[config.mk]
export PLATFORM = sky130hd
export DESIGN_NAME = psu_maskext
export DESIGN_NICKNAME = d
export VERILOG_FILES = /design/src/rtl/psu_maskext.sv
export SDC_FILE = /design/constraint.sdc
export NUM_CORES = 1
export LEC_CHECK = 0
export ABC_AREA = 1
export BUFFER_PORTS_ARGS = -buffer_cell sky130_fd_sc_hd__buf_2
export CORE_MARGIN = 8
export CORE_UTILIZATION = 25
export CTS_BUF_LIST = sky130_fd_sc_hd__clkbuf_4 sky130_fd_sc_hd__clkbuf_8
export DETAILED_ROUTE_END_ITERATION = 8
export GPL_TIMING_DRIVEN = 0
export PLACE_DENSITY = 0.42
export SLEW_MARGIN = 10
export SYNTH_ARGS = -nofsm -noshare
export SYNTH_HDL_FRONTEND = slang
export SYNTH_SLANG_ARGS = --single-unit
[constraint.sdc]
create_clock -name clk -period 2.7 [get_ports clk]
set_input_delay 0.405 -clock clk [delete_from_list [all_inputs] [get_ports clk]]
set_output_delay 0.405 -clock clk [all_outputs]
set_load 0.01 [all_outputs]
[src/rtl/psu_maskext.sv]
// Scatters the compact per-(patch, unit-cell, qubit) mask and special flags into the
// extended physical-qubit arrays, one compact index per cycle, and hands them off with valid/ready.
`ifndef NUM_PCU
`define NUM_PCU 2
`endif
`ifndef NUM_UCC
`define NUM_UCC 1
`endif
`ifndef NUM_QBCTRL
`define NUM_QBCTRL 2
`endif
`ifndef NUM_UC
`define NUM_UC 2
`endif
`ifndef NUM_QB
`define NUM_QB 4
`endif
`ifndef NUM_PQ
`define NUM_PQ 32
`endif
`ifndef PCHSTAT_BW
`define PCHSTAT_BW 2
`endif
`ifndef PCHDYN_BW
`define PCHDYN_BW 2
`endif
`ifndef PCHADDR_BW
`define PCHADDR_BW 4
`endif
`ifndef PCHINFO_BW
`define PCHINFO_BW 10
`endif
`ifndef UCADDR_BW
`define UCADDR_BW 4
`endif
`ifndef QBADDR_BW
`define QBADDR_BW 4
`endif

module psu_maskext #(
    parameter int NUM_PCU    = `NUM_PCU,
    parameter int NUM_UCC    = `NUM_UCC,
    parameter int NUM_QBCTRL = `NUM_QBCTRL,
    parameter int NUM_UC     = `NUM_UC,
    parameter int NUM_QB     = `NUM_QB,
    parameter int NUM_PQ     = `NUM_PQ,
    localparam int NUM_MASK  = NUM_PCU*NUM_UCC*NUM_QBCTRL
) (
    input  logic                                   clk,
    input  logic                                   rst_n,
    input  logic                                   start,
    input  logic [NUM_PCU*(`PCHINFO_BW+1)-1:0]     pchinfo_list,
    input  logic [NUM_UCC*`UCADDR_BW-1:0]          uc_counter,
    input  logic [NUM_QBCTRL*`QBADDR_BW-1:0]       qb_counter,
    input  logic [NUM_MASK-1:0]                    mask_array,
    input  logic [NUM_MASK-1:0]                    special_array,
    output logic                                   busy,
    output logic                                   ext_valid,
    input  logic                                   ext_ready,
    output logic [NUM_PQ-1:0]                      mask_ext_array,
    output logic [NUM_PQ-1:0]                      special_ext_array,
    output logic                                   idx_err
);

    localparam int PB   = `PCHINFO_BW;
    localparam int PE   = PB + 1;
    localparam int AB   = `PCHADDR_BW;
    localparam int ALSB = PB - `PCHSTAT_BW - `PCHDYN_BW - AB;
    localparam int UB   = `UCADDR_BW;
    localparam int QBW  = `QBADDR_BW;
    localparam int UQ   = NUM_UCC*NUM_QBCTRL;
    localparam int SW   = (NUM_MASK > 1) ? $clog2(NUM_MASK) : 1;
    localparam int PQW  = (NUM_PQ > 1) ? $clog2(NUM_PQ) : 1;
    // Wide enough for the largest pch/uc/qb combination the field widths allow.
    localparam int TW   = AB + UB + QBW + $clog2(NUM_UC*NUM_QB + 1) + 2;

    typedef enum logic [1:0] {IDLE, CLEAR, SCAN, DONE} state_t;

    state_t                             state_q, state_d;
    logic [SW-1:0]                      sidx_q, sidx_d;
    logic [NUM_PCU*PE-1:0]              pchinfo_q, pchinfo_d;
    logic [NUM_UCC*UB-1:0]              uc_q, uc_d;
    logic [NUM_QBCTRL*QBW-1:0]          qb_q, qb_d;
    logic [NUM_MASK-1:0]                mask_q, mask_d;
    logic [NUM_MASK-1:0]                special_q, special_d;
    logic [NUM_PQ-1:0]                  mask_ext_q, mask_ext_d;
    logic [NUM_PQ-1:0]                  special_ext_q, special_ext_d;
    logic                               idx_err_q, idx_err_d;

    int                                 i_idx, j_idx, k_idx;
    logic                               entry_vld;
    logic [AB-1:0]                      pch;
    logic [UB-1:0]                      uc_val;
    logic [QBW-1:0]                     qb_val;
    logic [TW-1:0]                      target;
    logic                               in_range;

    // Decode the current compact index into (entry, unit-cell counter, qubit counter).
    always_comb begin
        i_idx     = int'(sidx_q) / UQ;
        j_idx     = (int'(sidx_q) % UQ) / NUM_QBCTRL;
        k_idx     = int'(sidx_q) % NUM_QBCTRL;
        entry_vld = pchinfo_q[i_idx*PE + PB];
        pch       = pchinfo_q[i_idx*PE + ALSB +: AB];
        uc_val    = uc_q[j_idx*UB +: UB];
        qb_val    = qb_q[k_idx*QBW +: QBW];
        target    = TW'(pch) * TW'(NUM_UC*NUM_QB) + TW'(uc_val) * TW'(NUM_QB) + TW'(qb_val);
        in_range  = (target < TW'(NUM_PQ));
    end

    always_comb begin
        state_d       = state_q;
        sidx_d        = sidx_q;
        pchinfo_d     = pchinfo_q;
        uc_d          = uc_q;
        qb_d          = qb_q;
        mask_d        = mask_q;
        special_d     = special_q;
        mask_ext_d    = mask_ext_q;
        special_ext_d = special_ext_q;
        idx_err_d     = idx_err_q;
        case (state_q)
            IDLE: begin
                if (start) begin
                    pchinfo_d = pchinfo_list;
                    uc_d      = uc_counter;
                    qb_d      = qb_counter;
                    mask_d    = mask_array;
                    special_d = special_array;
                    idx_err_d = 1'b0;
                    state_d   = CLEAR;
                end
            end
            CLEAR: begin
                mask_ext_d    = '0;
                special_ext_d = '0;
                sidx_d        = '0;
                state_d       = SCAN;
            end
            SCAN: begin
                // Later indices overwrite earlier ones on collision simply by scan order.
                if (entry_vld) begin
                    if (in_range) begin
                        mask_ext_d[target[PQW-1:0]]    = mask_q[sidx_q];
                        special_ext_d[target[PQW-1:0]] = special_q[sidx_q];
                    end else begin
                        idx_err_d = 1'b1;
                    end
                end
                if (sidx_q == SW'(NUM_MASK-1)) begin
                    sidx_d  = '0;
                    state_d = DONE;
                end else begin
                    sidx_d = sidx_q + SW'(1);
                end
            end
            DONE: begin
                if (ext_ready) state_d = IDLE;
            end
            default: state_d = IDLE;
        endcase
    end

    always_ff @(posedge clk or negedge rst_n) begin
        if (!rst_n) begin
            state_q       <= IDLE;
            sidx_q        <= '0;
            pchinfo_q     <= '0;
            uc_q          <= '0;
            qb_q          <= '0;
            mask_q        <= '0;
            special_q     <= '0;
            mask_ext_q    <= '0;
            special_ext_q <= '0;
            idx_err_q     <= 1'b0;
        end else begin
            state_q       <= state_d;
            sidx_q        <= sidx_d;
            pchinfo_q     <= pchinfo_d;
            uc_q          <= uc_d;
            qb_q          <= qb_d;
            mask_q        <= mask_d;
            special_q     <= special_d;
            mask_ext_q    <= mask_ext_d;
            special_ext_q <= special_ext_d;
            idx_err_q     <= idx_err_d;
        end
    end

    assign busy              = (state_q != IDLE);
    assign ext_valid         = (state_q == DONE);
    assign mask_ext_array    = mask_ext_q;
    assign special_ext_array = special_ext_q;
    assign idx_err           = idx_err_q;

endmodule

# ---- Word level (Yosys, flattened, before mapping)
# Index checks and enable logic that the tools add are counted.
# W data, S select, Z words.
dict set report op_classes {
  n_mul 1
  n_eq_ne 10
  n_mux 27
  n_reduce_logical 9
  n_div 0
  n_shift 2
  bitwise 0
  n_lt_le_gt_ge 5
  n_addsub 5
}
# operator n
set op_table {}
lappend op_table {{$mux W32} 4}
lappend op_table {{$pmux W32 S2} 2}
lappend op_table {{$bwmux W32} 2}
lappend op_table {{$add A32 B5 Y32 const B} 1}
lappend op_table {{$lt A32 B7 Y1 const B} 1}
lappend op_table {{$shiftx A22 B7 Y4} 1}
lappend op_table {{$ne A2 B2 Y1 const B} 5}
lappend op_table {{$add A8 B4 Y9} 1}
lappend op_table {{$lt A9 B6 Y1 const B} 1}
lappend op_table {{$add A7 B6 Y8} 1}
lappend op_table {{$mux W1} 8}
lappend op_table {{$mux W2} 4}
lappend op_table {{$pmux W2 S4} 1}
lappend op_table {{$shiftx A8 B4 Y4} 1}
lappend op_table {{$add A5 B2 Y6 const B} 1}
lappend op_table {{$eq A2 B2 Y1 const B} 3}
lappend op_table {{$lt A5 B6 Y1 const B} 1}
lappend op_table {{$reduce_and A3 Y1} 2}
lappend op_table {{$reduce_bool A2 Y1} 3}
lappend op_table {{$bmux W1 S5} 1}
lappend op_table {{$demux W1 S5} 1}
lappend op_table {{$ge A5 B1 Y1 const B} 1}
lappend op_table {{$mul A1 B4 Y5 const B} 1}
lappend op_table {{$bmux W1 S2} 2}
lappend op_table {{other kinds (10)} 10}
dict set report word_totals {
  ramBits 0
  in_bits 46
  output_inout_bits 67
  n_memories 0
  ff_bits 111
  latchBits 0
  mem_bits_ro 0
  elab_cells 69
}

# ---- Depth between registers and ports, before layout
# Gate-level depths: netlist of the first run.
dict set report depth {
  depth_word 13
  mapped_depth 17
  mapped_depth_nobuf 15
}

# ---- Least setup slack after synthesis of the first run
# OpenSTA, ideal clock, no wires.
dict set report synth_path {
  path_type {register to register}
  from {register sidx_q[1]}
  to {register mask_ext_q[6], in the netlist mask_ext_array[6]}
  period_less_slack_ns 2.635
  path_stages_with_launch 15
  n_path_buf 1
  setup_ns 0.117
  required_ns 2.583
  arrival_ns 2.518
  path_slack_ns 0.065
  cell_sequence {dfrtp_1 buf_4 mux2i_1 fa_1 inv_1 ha_1 fa_1 inv_1 nand2_1 nor2_1 nand3_1 nand2_1 nand3_1 nand2_1 nand2_1}
}
dict set report synth_via {
  elab_chain_len 13
  elab_cells_between_ends 24
  classes_between {4 x add/sub; 1 x mul; 3 x order compare; 2 x eq/ne; 1 x shift; 11 x mux; 2 x reduce/logical}
}
# item line_no
set synth_lines {}
lappend synth_lines {{start: declaration} 80} ;# logic [SW-1:0] sidx_q, sidx_d;
lappend synth_lines {{start signal: assignment} 178} ;# sidx_q <= sidx_d;
lappend synth_lines {{$mul A1 B4 Y5} {103, 104}}
lappend synth_lines {{$add A5 B2 Y6} 104} ;# pch = pchinfo_q[i_idx*PE + ALSB +: AB];
lappend synth_lines {{$shiftx A22 B7 Y4} 104}
lappend synth_lines {{$add A7 B6 Y8} 107} ;# target = TW'(pch) * TW'(NUM_UC*NUM_QB) + TW'(uc_val) * TW'(NUM_QB) + TW'(qb_val);
lappend synth_lines {{$add A8 B4 Y9} 107}
lappend synth_lines {{$lt A5 B6 Y1 (not written as such) or $ge A5 B1 Y1 (tied branches)} 144} ;# mask_ext_d[target[PQW-1:0]] = mask_q[sidx_q];
lappend synth_lines {{$logic_and A1 B1 Y1 (not written as such)} 144}
lappend synth_lines {{$mux W1 (not written as such)} 144}
lappend synth_lines {{$demux W1 S5} 144}
lappend synth_lines {{$bwmux W32} 144}
lappend synth_lines {{$mux W32} 143} ;# if (in_range) begin
lappend synth_lines {{$mux W32} 142} ;# if (entry_vld) begin
lappend synth_lines {{$pmux W32 S2} 122} ;# case (state_q)
lappend synth_lines {{end signal: assignment} 184} ;# mask_ext_q <= mask_ext_d;
lappend synth_lines {{end: declaration} 86} ;# logic [NUM_PQ-1:0] mask_ext_q, mask_ext_d;
# Several ways; a longest one is shown, not always the timed one. The select of a mux whose other input is x is not followed.
# A chain may end at the register's enable or synchronous reset.

# ---- Final worst setup path of the first run
dict set report layout_path {
  from {register sidx_q[1]}
  to {register special_ext_q[17], in the netlist special_ext_array[17]}
}
dict set report layout_via {
  elab_chain_len 13
  elab_cells_between_ends 24
  classes_between {4 x add/sub; 1 x mul; 3 x order compare; 2 x eq/ne; 1 x shift; 11 x mux; 2 x reduce/logical}
}
# item line_no
set layout_lines {}
lappend layout_lines {{$mul A1 B4 Y5} {103, 104}}
lappend layout_lines {{$add A5 B2 Y6} 104}
lappend layout_lines {{$shiftx A22 B7 Y4} 104}
lappend layout_lines {{$add A7 B6 Y8} 107}
lappend layout_lines {{$add A8 B4 Y9} 107}
lappend layout_lines {{$lt A5 B6 Y1 (not written as such) or $ge A5 B1 Y1 (tied branches)} 145} ;# special_ext_d[target[PQW-1:0]] = special_q[sidx_q];
lappend layout_lines {{$logic_and A1 B1 Y1 (not written as such)} 145}
lappend layout_lines {{$mux W1 (not written as such)} 145}
lappend layout_lines {{$demux W1 S5} 145}
lappend layout_lines {{$bwmux W32} 145}
lappend layout_lines {{$mux W32} 143}
lappend layout_lines {{$mux W32} 142}
lappend layout_lines {{$pmux W32 S2} 122}
lappend layout_lines {{end signal: assignment} 185} ;# special_ext_q <= special_ext_d;
lappend layout_lines {{end: declaration} 87} ;# logic [NUM_PQ-1:0] special_ext_q, special_ext_d;
# Several ways; a longest one is shown, not always the timed one. The select of a mux whose other input is x is not followed.

==> metrics.txt, run 1 <==
run status=finished, violations left; failing checks=negative setup slack; pin count of the biggest net entering global routing=82; crit path DAT=3120 ps; Max Cap Violations=0; hold path start=pchinfo_list[4]; measured slew at the worst slew-check pin=602 ps; layout cells sized above 1=0.413; Fin. Hold Viols=0; Setup crit start=sidx_q[1]; first-pass GRT wire length=26,700 um; post-detail-place hpwl=12,000 um; Fin Clk Skew=15.9 ps; Warnings, synthesis=0; Initial Util=0.256; Final period util=1.05; Root Buffer=clkbuf_8; die width=160 um; Pre-Repair DR Iteration Count=4; R2R setup slack=-150 ps; met2 Usage GRT=0.206; Area Growth Syn to Fin=33.3%; fin crit period=2850 ps; max-slew violation count=0; Achievable Freq=351 MHz; drt drc=0; clk buf depth=2; setup violators final=63; crit path launch type=flip-flop; gate count after technology mapping=620; Setup WS pre-CTS=-383 ps; # port buffers=100; final wirelength=16,300 um; Final TNS setup=-3630 ps; Worst EP required=2970 ps; gr busiest metal=met2; Reg-to-Reg Start=sidx_q[1]; initial antenna violation count=0; hold path depth=2; syn nets=679; Hold/Removal Path Class=input port to flip-flop; IO Pins=113; CTS Sinks=99; CTS tree=built; Tot GR Track Use=0.128; mapped cell area=0.00520 mm^2; syn_area_per_cell=8.40 um^2; unique cell type count in the Yosys netlist=23; DP Cell Count=991; Clock transition at path regs=100 ps; total core area=0.0204 mm^2; Die H=160 um; FF+latch count, synth=99; kind of critical path=flip-flop to flip-flop; H-Tree Depth=3; Power, Total=10.0 mW; Antenna Cells=0; number of cells on the worst reg-to-reg path=12; Slew headroom=0.599; IR drop worst, VDD=0.000604 V; drt wl/cell=16.0 um; DR vias=4,548; leakage=3.83 nW; via density per instance=4.48; Inserted Clock Buffers=9; grt ovf=0; Seq/Total Area, Yosys=0.476; power per standard cell area=1450 mW/mm^2; setup ws final=-145 ps; Clk Latency, worst-skew pair=390 ps; Final ANT Viol Nets=0; row count=52; post-route insts no fill=1,016; die area=0.0257 mm^2; vias in the first global route=4,982; RSZ-0062 raised after global routing=true; Iter 0 DRT Violations=181; M1 GR Usage=0.164; Final nets=801; Final Wtd Congestion=0.778; Worst setup EP type=flip-flop; met3 GRT Util=0.0373; CP Max Fanout=4
critical path, cell delays in order, from the launching register on:
cell and delay [ps]:
dfrtp_2 460, mux2i_2 170, fa_1 550, inv_2 50, ha_4 150, fa_2 640, nand2_4 100, nor2_4 200
nand3_2 130, nand2_2 80, nand3_2 80, nand2_1 80, nand2_1 50
cells in the mapped netlist:
cell,number,area (um^2)
mux2_2,24,270
buf_1,1,3.75
nand4_1,64,400
nor2_4,3,33.8
nand3_1,68,340
fa_1,2,40.0
mux2i_1,2,20.0
dfrtp_1,99,2480
a211o_1,1,8.76
a21oi_1,6,30.0
buf_6,9,101
o21ai_0,7,35.0
nor2_8,1,20.0
inv_2,2,7.51
nor2_2,1,6.26
buf_2,18,90.1
inv_1,53,199
ha_1,11,138
nor2_1,24,90.1
buf_4,10,75.1
clkbuf_1,3,11.3
nand2_1,205,769
nand2_2,6,37.5
where the power goes:
| group | internal [mW] | leakage (nW) | switching (mW) | total, mW |
|---|---|---|---|---|
| registers | 1.83 | 1.30 | 0.205 | 2.04 |
| clock network | 0.431 | 0.0916 | 0.542 | 0.973 |
| logic | 2.51 | 2.43 | 4.51 | 7.02 |
through the flow:
step | utilization | hold slack (ps) | area, um^2
global placement | 0.297 | 453 | 6040
CTS | 0.329 | 220 | 6690
detailed placement | 0.298 | 255 | 6080
finish | 0.341 | 242 | 6940
floorplan | - | 109 | 5200
global route | 0.341 | 211 | 6940
metal layers:
metal | vias up | routed length, um
li1 | 2279 | -
met1 | 2154 | 7610
met2 | 99 | 7550
met3 | 16 | 869
met4 | 0 | 274
met5 | - | 0
registers in the layout, indices dropped and copies added (netlist names), 2 cells and up:
| register | count |
|---|---|
| special_ext_array | 32 |
| sidx_q | 2 |
| state_q | 2 |
| mask_ext_array | 32 |
| uc_q | 4 |
| pchinfo_q | 10 |
| special_q | 4 |
| qb_q | 8 |
| mask_q | 4 |
kinds of logic (layout without fill, tap and decap cells):
family,count (synthesis),count (layout),synth area share
and+or+nand+nor,372,372,0.326
DFF,99,99,0.476
buffers and inverters,96,222,0.0938
muxes,26,26,0.0558
AOI/OAI and AO/OA,14,14,0.0142
adders and majority gates,13,13,0.0341
layout make-up:
class | count | area [um^2]
fillers | 2108 | 13400
multi-input cells | 425 | 2750
flip-flops and latches | 99 | 2480
repair buffers | 112 | 641
well taps | 270 | 338
plain buffers | 40 | 333
inverters | 55 | 209
clock buffers | 10 | 131
clock inverters | 5 | 55.1
cell usage in the layout, fill, tap and decap left out, types with 4 or more instances in the layout:
cell / instances
nand2_1: 174
buf_2: 112
dfrtp_1: 98
nand4_1: 64
nand3_2: 56
inv_1: 50
nand2_2: 32
mux2_2: 24
buf_6: 18
nor2_1: 15
buf_4: 15
nor2_4: 11
ha_1: 10
nand3_1: 9
clkbuf_8: 9
o21ai_0: 7
a21oi_1: 6
inv_2: 4
nand2_4: 4
what timing repair did:
| item | in CTS | in global routing |
|---|---|---|
| gates resized for setup | 92 | 56 |
| hold buffers | 1 | 0 |
| setup buffers | 5 | 4 |
| setup endpoints to repair | 65 | 65 |
| pin swaps | 22 | 31 |
| endpoints found under the hold margin | 18 | 0 |
| cloned | 0 | 1 |
final timing paths:
kind                                         end
max                        special_ext_array[17]
min                                 pchinfo_q[4]
max reg2reg                special_ext_array[17]
min reg2reg                special_ext_array[19]
max in group asynchronous              sidx_q[1]
min in group asynchronous      mask_ext_array[8]
Note: power is estimated with default switching activity, not from simulation.
==> run 2, diff against run 1 <==
--- a/config.mk
+++ b/config.mk
@@ -12,7 +12,7 @@
 export CTS_BUF_LIST = sky130_fd_sc_hd__clkbuf_4 sky130_fd_sc_hd__clkbuf_8
 export DETAILED_ROUTE_END_ITERATION = 8
 export GPL_TIMING_DRIVEN = 0
-export PLACE_DENSITY = 0.42
+export PLACE_DENSITY_LB_ADDON = 0.08
 export SLEW_MARGIN = 10
 export SYNTH_ARGS = -nofsm -noshare
 export SYNTH_HDL_FRONTEND = slang
==> run 2 against run 1 <==
The flow still finishes with violations (negative setup slack). First-iteration DRC count up 36%. Die area unchanged. Design area up 0.69%. Combinational power about the same. Core utilization up 0.23 points. Register-to-register slack worse by 20 ps. Final cell count about the same. Wire length down 0.57%. Setup slack worse by 18 ps. Sequential cell count unchanged. Non-clock buffer count down 2.
==> metrics.txt, run 2 (synthesis results as in run 1) <==
Inserted Clock Buffers=9 (unchanged); pin count of the biggest net entering global routing=57 (-30%); Die H=160 um (unchanged); Tot GR Track Use=0.128 (-0.000169); most frequent cells in the layout=nand2_1 (183), buf_2 (110), dfrtp_1 (99), nand4_1 (64), nand3_2 (57); Worst setup EP type=flip-flop; grt ovf=0 (unchanged); measured slew at the worst slew-check pin=565 ps (-36.7 ps); IR drop worst, VDD=0.000684 V (+13%); power per standard cell area=1460 mW/mm^2 (+0.92%); setup violators final=64 (+1.6%); Clk Latency, worst-skew pair=390 ps (about the same); die area=0.0257 mm^2 (unchanged); max-slew violation count=0 (unchanged); total core area=0.0204 mm^2 (unchanged); Worst EP required=2970 ps (about the same); Slowest Stage Delay on Critical Path=620 ps (-20 ps); drt drc=0 (unchanged); clk buf depth=2 (unchanged); Achievable Freq=349 MHz (-0.65%); RSZ-0062 raised after global routing=true; die width=160 um (unchanged); gr busiest metal=met2; via density per instance=4.51 (+0.82%); Final Wtd Congestion=0.757 (-2.8%); Crit path top cell by count=nand2_1; Final TNS setup=-5250 ps (-1620 ps); setup ws final=-164 ps (-18.5 ps); crit path DAT=3140 ps (+20 ps); first-pass GRT wire length=26,500 um (-0.70%); DR vias=4,581 (+0.73%); M1 GR Usage=0.161 (-0.00342); initial antenna violation count=0 (unchanged); Final ANT Viol Nets=0 (unchanged); Final nets=799 (-0.25%); Max Cap Violations=0 (unchanged); Core Util, Final=0.343 (+0.00233); Initial Util=0.256 (unchanged); Seq. cell area=0.00248 mm^2 (about the same); most common cell after layout, fill and taps aside=nand2_1; crit path launch type=flip-flop; Root Buffer=clkbuf_8; H-Tree Depth=3 (unchanged); Antenna Cells=0 (unchanged); R2R setup slack=-160 ps (-20 ps); area of the multi-input gates=0.00271 mm^2 (-1.6%); CTS tree=built; row count=52 (unchanged); drt wl/cell=16.0 um (-0.47%); Hold Slack=247 ps (+5.17 ps); Iter 0 DRT Violations=247 (+36%); kind of critical path=flip-flop to flip-flop; run status=finished, violations left; Worst Path Buf+Inv=2 (+1); Pre-Repair DR Iteration Count=4 (unchanged); Slew headroom=0.623 (+0.0245); Hold/Removal Path Class=input port to flip-flop; Fin. Hold Viols=0 (unchanged); Slowest-stage cell, CP=fa_2; met3 GRT Util=0.0394 (+0.00204); worst path cell trace=buf_6, mux2i_4, fa_1, inv_2, ha_4, fa_2, nand2_4, nor2_4, nand3_1, nand2_1, nand3_1, nand2_1, nand2_1; Area Growth Syn to Fin=34.2%; IO Pins=113 (unchanged); Final period util=1.06 (+0.00685); layout cells sized above 1=0.396 (-0.0169); CTS Sinks=99 (unchanged); Top delay family on crit path=adder cells; failing checks=negative setup slack; vias in the first global route=4,867 (-2.3%); fin crit period=2860 ps (+18.5 ps); # port buffers=100 (unchanged); Fillers=2,191 (+3.9%); Fin Clk Skew=14.2 ps (-1.69 ps); leakage=3.87 nW (+1.1%); final wirelength=16,200 um (-0.57%); CP Max Fanout=4 (unchanged); met2 Usage GRT=0.209 (+0.00347); Clock transition at path regs=100 ps (about the same); post-detail-place hpwl=12,100 um (+0.69%)
==> run 2: cell count changes in the layout (fill, tap and decap cells not counted), sizes merged <==
| cell | change |
|---|---|
| buf | -5 |
| clkbuf | +4 |
| clkinvlp | -2 |
| bufinv | +1 |
| inv | +1 |
==> run 2: what timing repair did <==
item,in CTS,in global routing
pin swaps,30,35
gates resized for setup,99,44
setup endpoints to repair,65,65
endpoints found under the hold margin,43,0
buffers inserted,3,1
gates cloned,0,3
hold buffers,1,0
==> run 2: worst paths after layout <==
path                                    start                   end  depth (start not counted)
min in group asynchronous               rst_n  special_ext_array[8]                          2
hold / removal                  mask_array[3]             mask_q[3]                          2
max in group asynchronous               rst_n         pchinfo_q[21]                          3
hold reg to reg            mask_ext_array[20]    mask_ext_array[20]                          2
setup reg to reg                    sidx_q[1]    mask_ext_array[18]                         13
setup / recovery                    sidx_q[1]    mask_ext_array[18]                         13
==> run 2: cell type report <==
| type | instances | area share |
|---|---|---|
| clock buffer | 11 | 0.0217 |
| sequential | 99 | 0.355 |
| buffer | 41 | 0.0534 |
| timing repair buffer | 109 | 0.0929 |
| clock inverter | 5 | 0.0118 |
| multi-input combinational | 425 | 0.388 |
| tap | 270 | 0.0484 |
| inverter | 55 | 0.0295 |
==> run 2: report_power, final <==
| part | switching, mW | total, mW | internal (mW) |
|---|---|---|---|
| clock network | 0.553 | 1.13 | 0.577 |
| registers | 0.202 | 2.03 | 1.83 |
| logic | 4.45 | 7.03 | 2.58 |
| total | 5.20 | 10.2 | 4.99 |
==> run 2: stage by stage <==
step	setup WS (ps)	instances	instance area [um^2]	power [mW]
2_1_floorplan	65.1	620	5200	5.67
3_3_place_gp	-404	990	6040	7.17
3_5_place_dp	-396	991	6080	7.23
4_1_cts	-185	1011	6760	9.80
5_1_grt	-282	1015	6990	11.0
6_report	-164	1015	6990	10.2
==> run 2: per-layer routing <==
| layer | vias to the layer above | wire [um] |
|---|---|---|
| met5 | - | 0 |
| met4 | 0 | 242 |
| met3 | 17 | 881 |
| met2 | 102 | 7640 |
| met1 | 2182 | 7440 |
| li1 | 2280 | - |
==> run 3, diff against run 2 <==
--- a/config.mk
+++ b/config.mk
@@ -13,6 +13,7 @@
 export DETAILED_ROUTE_END_ITERATION = 8
 export GPL_TIMING_DRIVEN = 0
 export PLACE_DENSITY_LB_ADDON = 0.08
+export SKIP_CTS_REPAIR_TIMING = 1
 export SLEW_MARGIN = 10
 export SYNTH_ARGS = -nofsm -noshare
 export SYNTH_HDL_FRONTEND = slang
==> run 3 against run 2 <==
The flow still finishes with violations (negative setup slack). Final cell count up 0.59%. Via count fell by 0.90%. Clock power is essentially flat. Core utilization grew 0.14 points. Sequential power about the same. First-iteration DRC count shrank 8.9%. Power rose by 1.3%. Setup slack worse by 47 ps. Global-route usage shrank 0.22 points. Non-clock buffer count up 5. Maximum frequency decreased by 1.6%. Critical endpoint unchanged.
==> metrics.txt, run 3 (synthesis results as in run 1) <==
Final ANT Viol Nets=0 (unchanged); Tot GR Track Use=0.126 (-0.00223); Area Growth Syn to Fin=34.8%; crit path launch type=flip-flop; Final period util=1.08 (+0.0173); die area=0.0257 mm^2 (unchanged); grt ovf=0 (unchanged); Pre-Repair DR Iteration Count=4 (unchanged); clk buf depth=2 (unchanged); setup violators final=65 (+1.6%); Iter 0 DRT Violations=225 (-8.9%); measured slew at the worst slew-check pin=574 ps (+8.99 ps); Fin. Hold Viols=0 (unchanged); Area after DPL=0.00608 mm^2 (unchanged); Final Wtd Congestion=0.757 (unchanged); # port buffers=100 (unchanged); via density per instance=4.45 (-1.5%); drt drc=0 (unchanged); crit path DAT=3180 ps (+40 ps); Root Buffer=clkbuf_8; Reg-to-Reg Start=sidx_q[1]; H-Tree Depth=3 (unchanged); Clock transition at path regs=100 ps (about the same); R2R setup slack=-210 ps (-50 ps); post-route insts no fill=1,021 (+0.59%); Core Util, Final=0.344 (+0.00141); RSZ-0062 raised after global routing=true; number of cells on the worst reg-to-reg path=13 (unchanged); DR vias=4,540 (-0.90%); worst reg2reg path endpoint=mask_ext_array[18]; Setup crit start=sidx_q[1]; die width=160 um (unchanged); Slew headroom=0.617 (-0.00599); Worst EP required=2970 ps (about the same); Antenna Cells=0 (unchanged); Inserted Clock Buffers=9 (unchanged); layout cells sized above 1=0.390 (-0.00583); Post-Layout Inst Area=0.00702 mm^2 (+0.41%); initial antenna violation count=0 (unchanged); failing checks=negative setup slack; Initial Util=0.256 (unchanged); leakage=3.90 nW (+0.69%); power per standard cell area=1470 mW/mm^2 (+0.91%); Worst setup EP type=flip-flop; Fin Clk Skew=11.1 ps (-3.12 ps); most frequent cells in the layout=nand2_1 (183), buf_2 (110), dfrtp_1 (99), nand4_1 (64), inv_1 (50); CP Max Fanout=4 (unchanged); Clk Latency, worst-skew pair=380 ps (about the same); CP endpoint=mask_ext_array[18]; DP Cell Count=991 (unchanged); final wirelength=16,400 um (+1.2%); Hold/Removal Path Class=input port to flip-flop; row count=52 (unchanged); first-pass GRT wire length=26,100 um (-1.6%); run status=finished, violations left; CTS tree=built; CTS Sinks=99 (unchanged); total core area=0.0204 mm^2 (unchanged); vias in the first global route=4,720 (-3.0%); post-detail-place hpwl=12,100 um (unchanged); IO Pins=113 (unchanged); Max Cap Violations=0 (unchanged); Achievable Freq=344 MHz (-1.6%); IR drop worst, VDD=0.000711 V (+3.9%); drt wl/cell=16.1 um (+0.60%); pin count of the biggest net entering global routing=57 (unchanged); Die H=160 um (unchanged); setup ws final=-211 ps (-46.8 ps); Fillers=2,189 (-0.091%); fin crit period=2910 ps (+46.8 ps); kind of critical path=flip-flop to flip-flop; most common cell after layout, fill and taps aside=nand2_1; Final nets=805 (+0.75%); max-slew violation count=0 (unchanged)
run 3: cell count changes in the layout (fill, tap and decap cells not counted), moves of 2 or more:
cell,previous run,this run
nand3_2,57,49
buf_6,13,15
buf_4,12,14
nand3_1,11,18
run 3: worst max-delay path, cell delays in order (launching register included):
cell	delay [ps]
dfrtp_1	400
buf_6	140
mux2i_4	180
fa_1	520
inv_2	50
ha_4	160
fa_2	640
nand2_4	90
nor2_4	190
nand3_1	120
nand2_1	80
nand3_1	110
nand2_1	80
nand2_1	40
run 3: metal layers:
| metal | track usage | vias to the layer above | wire length [um] |
|---|---|---|---|
| li1 | - | 2287 | - |
| met1 | 0.162 | 2144 | 7620 |
| met2 | 0.203 | 95 | 7720 |
| met3 | 0.0366 | 14 | 836 |
| met4 | 0.0323 | 0 | 216 |
| met5 | 0 | - | 0 |
run 3: how the worst min path moves through the flow:
stage                                   from              endpoint  cells past startpoint  slack (ps)
after floorplan                        rst_n               idx_err                      0         110
final                          mask_array[3]             mask_q[3]                      2         250
after global placement    mask_ext_array[12]    mask_ext_array[12]                      2         450
after detailed placement               rst_n  special_ext_array[8]                      1         360
after global routing           mask_array[3]             mask_q[3]                      2         220
after CTS                              rst_n  special_ext_array[8]                      1         -70
run 3: cell type report:
type                    count  area (um^2)  share of cell area
flip-flops and latches     99         2480               0.353
plain buffers              41          364              0.0519
repair buffers            114          721               0.103
well taps                 270          338              0.0482
clock inverters             5         82.6              0.0118
inverters                  55          206              0.0294
clock buffers              11          151              0.0216
multi-input cells         426         2680               0.381
run 3: report_power, final:
part	internal (mW)	total (mW)	switching, mW
registers	1.83	2.03	0.201
logic	2.70	7.17	4.47
clock network	0.577	1.13	0.552
total	5.11	10.3	5.22
run 3: through the flow:
| stage | worst slack, ps | hold slack [ps] | setup TNS [ps] | power (mW) |
|---|---|---|---|---|
| after floorplan | 65.1 | 109 | 0 | 5.67 |
| after global placement | -404 | 453 | -22350 | 7.17 |
| after detailed placement | -396 | 360 | -22460 | 7.23 |
| after CTS | -417 | -71.1 | -23480 | 8.39 |
| after global routing | -339 | 217 | -17710 | 11.1 |
| final | -211 | 246 | -9290 | 10.3 |
